--- config.mk ---
export PLATFORM = sky130hd
export DESIGN_NAME = lsu_req_ctrl
export DESIGN_NICKNAME = d
export VERILOG_FILES = /design/src/rtl/lsu_pkg.sv /design/src/rtl/lsu_align_chk.sv /design/src/rtl/lsu_req_ctrl.sv
export SDC_FILE = /design/constraint.sdc
export NUM_CORES = 1
export LEC_CHECK = 0
export CORE_MARGIN = 4
export CORE_UTILIZATION = 42
export CTS_BUF_LIST = sky130_fd_sc_hd__clkbuf_8 sky130_fd_sc_hd__clkbuf_16
export CTS_CLUSTER_DIAMETER = 80
export DETAILED_ROUTE_END_ITERATION = 8
export PLACE_DENSITY = 0.88
export SLEW_MARGIN = 10
export SYNTH_ARGS = -nofsm -noshare
export SYNTH_HDL_FRONTEND = slang
export SYNTH_HIERARCHICAL = 1
export SYNTH_SLANG_ARGS = --single-unit
--- constraint.sdc ---
create_clock -name clock -period 2 [get_ports clock]
set_input_delay 0.4 -clock clock [delete_from_list [all_inputs] [get_ports clock]]
set_output_delay 0.4 -clock clock [all_outputs]
set_load 0.02 [all_outputs]
--- src/rtl/lsu_pkg.sv ---
// Shared encodings for the load/store request path: access sizes, sequencer
// states and the byte-strobe mask derived from an access size.
package lsu_pkg;

  localparam logic [1:0] SZ_B = 2'b00;
  localparam logic [1:0] SZ_H = 2'b01;
  localparam logic [1:0] SZ_W = 2'b10;

  typedef enum logic [1:0] {
    ST_IDLE,
    ST_WAIT,
    ST_RESP
  } state_t;

  // Strobes are low-aligned; the memory shifts them into the addressed lanes.
  function automatic logic [3:0] wstrb_from_size(input logic [1:0] size);
    logic [3:0] strb;
    case (size)
      SZ_B:    strb = 4'b0001;
      SZ_H:    strb = 4'b0011;
      SZ_W:    strb = 4'b1111;
      default: strb = 4'b0000;
    endcase
    return strb;
  endfunction

endpackage

--- src/rtl/lsu_align_chk.sv ---
// Combinational alignment / size legality check. Shared with the fetch-side
// checker, so it only looks at the low address bits and the size code.
module lsu_align_chk
  import lsu_pkg::*;
(
  input  logic [1:0] i_addr_lo,
  input  logic [1:0] i_size,
  output logic       o_err,
  output logic [3:0] o_wstrb
);

  always_comb begin
    o_err   = 1'b0;
    o_wstrb = wstrb_from_size(i_size);
    case (i_size)
      SZ_B:    o_err = 1'b0;
      SZ_H:    o_err = i_addr_lo[0];
      SZ_W:    o_err = |i_addr_lo;
      default: o_err = 1'b1;
    endcase
  end

endmodule

--- src/rtl/lsu_req_ctrl.sv ---
// Load/store sequencer in front of the data memory port: accepts one request,
// holds the memory controls for LAT cycles, then returns data or an error.
module lsu_req_ctrl
  import lsu_pkg::*;
#(
  parameter int LAT = 2,
  parameter int CW  = 4
)
(
  input  logic        clock,
  input  logic        reset,
  input  logic        req_valid,
  output logic        req_ready,
  input  logic [31:0] req_addr,
  input  logic        req_wen,
  input  logic [1:0]  req_size,
  input  logic        req_signed,
  input  logic [31:0] req_wdata,
  output logic        resp_valid,
  input  logic        resp_ready,
  output logic [31:0] resp_rdata,
  output logic        resp_err,
  output logic [31:0] mem_addr,
  output logic        mem_read,
  output logic        mem_read_signed,
  output logic [1:0]  mem_size,
  output logic        mem_write,
  output logic [31:0] mem_wdata,
  output logic [3:0]  mem_wstrb,
  input  logic [31:0] mem_rdata
);

  state_t        r_state;
  state_t        w_state_nxt;
  logic [31:0]   r_addr;
  logic [31:0]   r_wdata;
  logic [31:0]   r_rdata;
  logic          r_wen;
  logic          r_signed;
  logic          r_err;
  logic [1:0]    r_size;
  logic [3:0]    r_wstrb;
  logic [CW-1:0] r_cnt;

  logic          w_accept;
  logic          w_err;
  logic          w_cnt_zero;
  logic [3:0]    w_wstrb;

  lsu_align_chk u_align_chk (
    .i_addr_lo (req_addr[1:0]),
    .i_size    (req_size),
    .o_err     (w_err),
    .o_wstrb   (w_wstrb)
  );

  assign req_ready  = (r_state == ST_IDLE) && !reset;
  assign w_accept   = req_valid && req_ready;
  assign w_cnt_zero = (r_cnt == '0);

  always_ff @(posedge clock) begin
    if (reset) r_state <= ST_IDLE;
    else       r_state <= w_state_nxt;
  end

  always_comb begin
    w_state_nxt = r_state;
    case (r_state)
      ST_IDLE: if (w_accept)   w_state_nxt = w_err ? ST_RESP : ST_WAIT;
      ST_WAIT: if (w_cnt_zero) w_state_nxt = ST_RESP;
      ST_RESP: if (resp_ready) w_state_nxt = ST_IDLE;
      default:                 w_state_nxt = ST_IDLE;
    endcase
  end

  // Request fields are only required to be stable up to acceptance, so every
  // later use goes through these latched copies.
  always_ff @(posedge clock) begin
    if (reset) begin
      r_addr   <= '0;
      r_wdata  <= '0;
      r_rdata  <= '0;
      r_wen    <= 1'b0;
      r_signed <= 1'b0;
      r_err    <= 1'b0;
      r_size   <= '0;
      r_wstrb  <= '0;
      r_cnt    <= '0;
    end else if (w_accept) begin
      r_addr   <= req_addr;
      r_wdata  <= req_wdata;
      r_rdata  <= '0;
      r_wen    <= req_wen;
      r_signed <= req_signed;
      r_err    <= w_err;
      r_size   <= req_size;
      r_wstrb  <= w_wstrb;
      r_cnt    <= CW'(LAT - 1);
    end else if (r_state == ST_WAIT) begin
      if (w_cnt_zero) r_rdata <= r_wen ? '0 : mem_rdata;
      else            r_cnt   <= r_cnt - 1'b1;
    end
  end

  // Outputs are forced quiet during reset because the state register still
  // holds its old value until the reset edge.
  always_comb begin
    mem_addr        = '0;
    mem_read        = 1'b0;
    mem_read_signed = 1'b0;
    mem_size        = '0;
    mem_write       = 1'b0;
    mem_wdata       = '0;
    mem_wstrb       = '0;
    resp_valid      = 1'b0;
    resp_rdata      = '0;
    resp_err        = 1'b0;
    if (!reset) begin
      case (r_state)
        ST_WAIT: begin
          mem_addr        = r_addr;
          mem_size        = r_size;
          mem_read_signed = r_signed;
          mem_read        = !r_wen;
          mem_write       = r_wen && w_cnt_zero;
          mem_wdata       = r_wdata;
          mem_wstrb       = (r_wen && w_cnt_zero) ? r_wstrb : 4'b0000;
        end
        ST_RESP: begin
          resp_valid = 1'b1;
          resp_rdata = r_rdata;
          resp_err   = r_err;
        end
        default: ;
      endcase
    end
  end

endmodule

==> impl_metrics.csv <==
group,metric,value,unit
outcome,status,"finished, violations left",
outcome,violations,"negative setup slack",
grt,grt_pass1_vias,4605,
timing,final_hold_viol_count,0,
finish,finalNonFillerCells,846,
drt,first_pass_iters,6,
setup_path,path_cells,"inv_2 > ha_4 > or3b_4 > nor3_4 > and2_2 > buf_4",
min_path,hold_depth,3,
placement,post-dp-hpwl,9920,um
power_and_ir_drop,seqPwrFrac,47.1,%
floorplan,start_util,43.2,%
grt,grt_overflow,0,
min_path,hold_class,"in2reg",
setup_path,slowest_delay,0.40,ns
setup_path,worstSetupPathType,"reg2out",
yosys,ys_types,35,
grt,antenna_found_initial,0,
min_path,min_from,"reset",
timing,skew,0.00675,ns
finish,nets,809,
flow_run,drv_cap,0,
yosys,ys_ff_latch,111,
yosys,async_flop_share,0,%
grt,use_met1,25.9,%
timing,layout_setup_ws,-0.208,ns
yosys,ys_warn_count,6,
timing,drv_slew,0,
grt,grt_pass1_wl,23100,um
setup_path,r2r_slack,0.22,ns
floorplan,rows,38,
setup_path,cp-start-kind,"register",
timing,timing.fmax,0.453,GHz
power_and_ir_drop,leakage,3.11,nW
drt,drc,0,
finish,diodes,0,
clocking,cts_buffers,9,
placement,place_congestion,0.805,
timing,min_period,2.21,ns
grt,grt_max_degree,73,
power_and_ir_drop,p_sw,0.00135,W
setup_path,crit_fanout,5,
drt,routed_wl,15000,um
clocking,clock_latency,0.34,ns
grt,grt.busiest_layer,"met2",
finish,final_util,65.9,%
floorplan,die-area,13000,um2
grt,grt_usage,21.7,%
setup_path,cp.required,1.60,ns
setup_path,r2r-end,"r_state[1]",
clocking,clk_pin_slew,0.07,ns
drt,via_per_inst,5.36,
clocking,cts_tree,"yes",
setup_path,rr_worst_depth,6,
placement,placed_cells,815,
power_and_ir_drop,p_int,0.00384,W
floorplan,die_x,114,um
placement,dp_worst_setup_slack,-0.592,ns
yosys,synth_edf_count,0,
timing,finalCritPeriodShare,110,%
power_and_ir_drop,p_clk_share,33.9,%
yosys,syn-cell-area,4720,um2
finish,drive_gt1_share,26.9,%
setup_path,cp.arrival,1.81,ns
clocking,h-tree-depth,3,
clocking,clockBufferDepth,2,
yosys,syn_nets,593,
power_and_ir_drop,irDropWorstVdd,474,uV
grt,grt_util_met3,7.16,%
yosys,synth_top_area_cell,"dfxtp_1",
yosys,synthFlopType,"dfxtp_1",
power_and_ir_drop,power_density,720,nW/um2
yosys,synth_common_cells,"dfxtp_1, and2_1, a22o_1, a21oi_1, o21ai_0",
yosys,avgSynthCellArea,9.73,um2
setup_path,r2r_start,"r_cnt[0]",
finish,area_delta_synth_final,52.7,%
yosys,ys_seq_area_share,47.1,%
drt,wl_per_cell,17.7,um
clocking,clock_sinks,111,
drt,drt_first_iter_violations,390,
yosys,synth_area_leaders,"dfxtp_1, and2_1, a22o_1",
power_and_ir_drop,p_sw_share,25.9,%
floorplan,fp.dieH,114,um
clocking,cts.root.buffer_cell,"clkbuf_16",
timing,slew_headroom,77.1,%
floorplan,core-area,10900,um2
timing,rsz0062_at_grt,"true",
yosys,synth_most_common_cell,"dfxtp_1",
setup_path,cpMaxStageDelayCell,"or3b_4",
min_path,min_to,"r_state[1]",
yosys,synth_top_area_share,47.1,%
timing,tightest_slew,0.339,ns
grt,globalRouteMet2Util,37.0,%
drt,via_count,4537,
placement,port_buffers,211,
drt,antenna_left,0,
power_and_ir_drop,pwr-share-comb,19.0,%
yosys,synthCells,485,
floorplan,io_pins,212,
timing,setup_violations,5,
setup_path,cp-end-kind,"primary output",
==> stage by stage <==
stage	total power (W)	setup TNS [ns]	area [um2]	hold WS [ns]
3_3_place_gp	0.00337	-56.49	7070	0.447
2_1_floorplan	0.00297	0	4730	0.434
6_report	0.00518	-0.991	7210	0.430
5_1_grt	0.00538	-2.17	7210	0.440
4_1_cts	0.00519	-0.979	7260	0.470
3_5_place_dp	0.00340	-59.42	7070	0.446
==> area by class of cell <==
cell class / count / area (um2)
tap: 140 / 175
multi-input combinational: 316 / 2290
clock inverter: 7 / 66.3
sequential: 111 / 2230
fill: 869 / 3730
clock buffer: 9 / 225
inverter: 7 / 26.3
timing repair buffer: 256 / 2200
==> cells in the final DEF, fill, tap and decap left out, types with 2 or more instances in the layout <==
cell | Yosys | routed
dfxtp_1 | 111 | 107
clkdlybuf4s50_1 | 0 | 102
and2_1 | 104 | 98
a22o_1 | 72 | 72
buf_4 | 7 | 70
buf_2 | 19 | 60
a21oi_1 | 36 | 36
o21ai_0 | 34 | 34
nand4b_1 | 32 | 32
buf_6 | 2 | 11
clkbuf_16 | 0 | 10
inv_1 | 7 | 7
buf_12 | 0 | 6
and2_4 | 0 | 5
nor2_1 | 5 | 5
dfxtp_2 | 0 | 4
nor3_1 | 4 | 3
nand2_1 | 3 | 3
ha_1 | 4 | 3
inv_2 | 0 | 2
nor3b_4 | 0 | 2
nand3b_1 | 2 | 2
a211o_1 | 2 | 2
clkinvlp_4 | 0 | 2
buf_16 | 0 | 2
clkbuf_2 | 4 | 2
==> worst max-delay path by stage <==
stage                   from  slack [ns]  depth (start not counted)       endpoint
finish              r_cnt[0]       -0.21                          6   mem_wstrb[2]
detailed placement     reset       -0.59                          6   mem_wdata[6]
CTS                 r_cnt[0]       -0.21                          6   mem_wstrb[1]
global placement       reset       -0.56                          6  mem_wdata[19]
global route        r_cnt[0]       -0.30                          6   mem_wstrb[2]
floorplan           r_cnt[0]        0.01                          6   mem_wstrb[0]
==> layer usage <==
metal	up-vias	part of all wire, %	routed length (um)
met4	0	1.3	201
li1	2160	-	-
met5	-	0	0
met3	20	9.5	1420
met2	189	49	7350
met1	2168	40	5990
==> state kept, by name (all words and copies together), names as in the netlist <==
name,cells
r_addr,32
r_rdata,32
r_wdata,32
r_cnt,4
r_wstrb,4
r_size,2
r_state,2
r_err,1
r_signed,1
r_wen,1
==> kinds of logic (layout without fill, tap and decap cells) <==
| kind of cell | after synthesis | in the layout | share of synthesized area, % |
|---|---|---|---|
| AOI/OAI and AO/OA | 151 | 151 | 22.4 |
| adders and majority gates | 4 | 4 | 1.06 |
| buffers and inverters | 58 | 279 | 6.10 |
| DFF | 111 | 111 | 47.1 |
| and+or+nand+nor | 161 | 161 | 23.3 |
==> power by group through the flow <==
| stage | Combinational [W] | Sequential (W) | Clock [W] |
|---|---|---|---|
| 6_report | 0.000985 | 0.00244 | 0.00176 |
| 5_1_grt | 0.00106 | 0.00246 | 0.00186 |
| 4_1_cts | 0.000967 | 0.00244 | 0.00178 |
| 3_5_place_dp | 0.000923 | 0.00248 | 0 |
| 3_3_place_gp | 0.000896 | 0.00248 | 0 |
| 2_1_floorplan | 0.000512 | 0.00246 | 0 |
==> critical path: cells and delay by family, from the launching register on <==
| family | cells | cell delay [ns] |
|---|---|---|
| and+or+nand+nor | 3 | 0.82 |
| DFF | 1 | 0.33 |
| buffers and inverters | 2 | 0.21 |
| adders and majority gates | 1 | 0.13 |
==> what timing repair did <==
action,in CTS,in global routing
gates cloned,4,1
buffers inserted,9,2
pin swaps,6,2
resized for setup,423,88
endpoints found under the setup margin,108,104
hold buffers,0,0
Power figures use the tool's default switching activity.
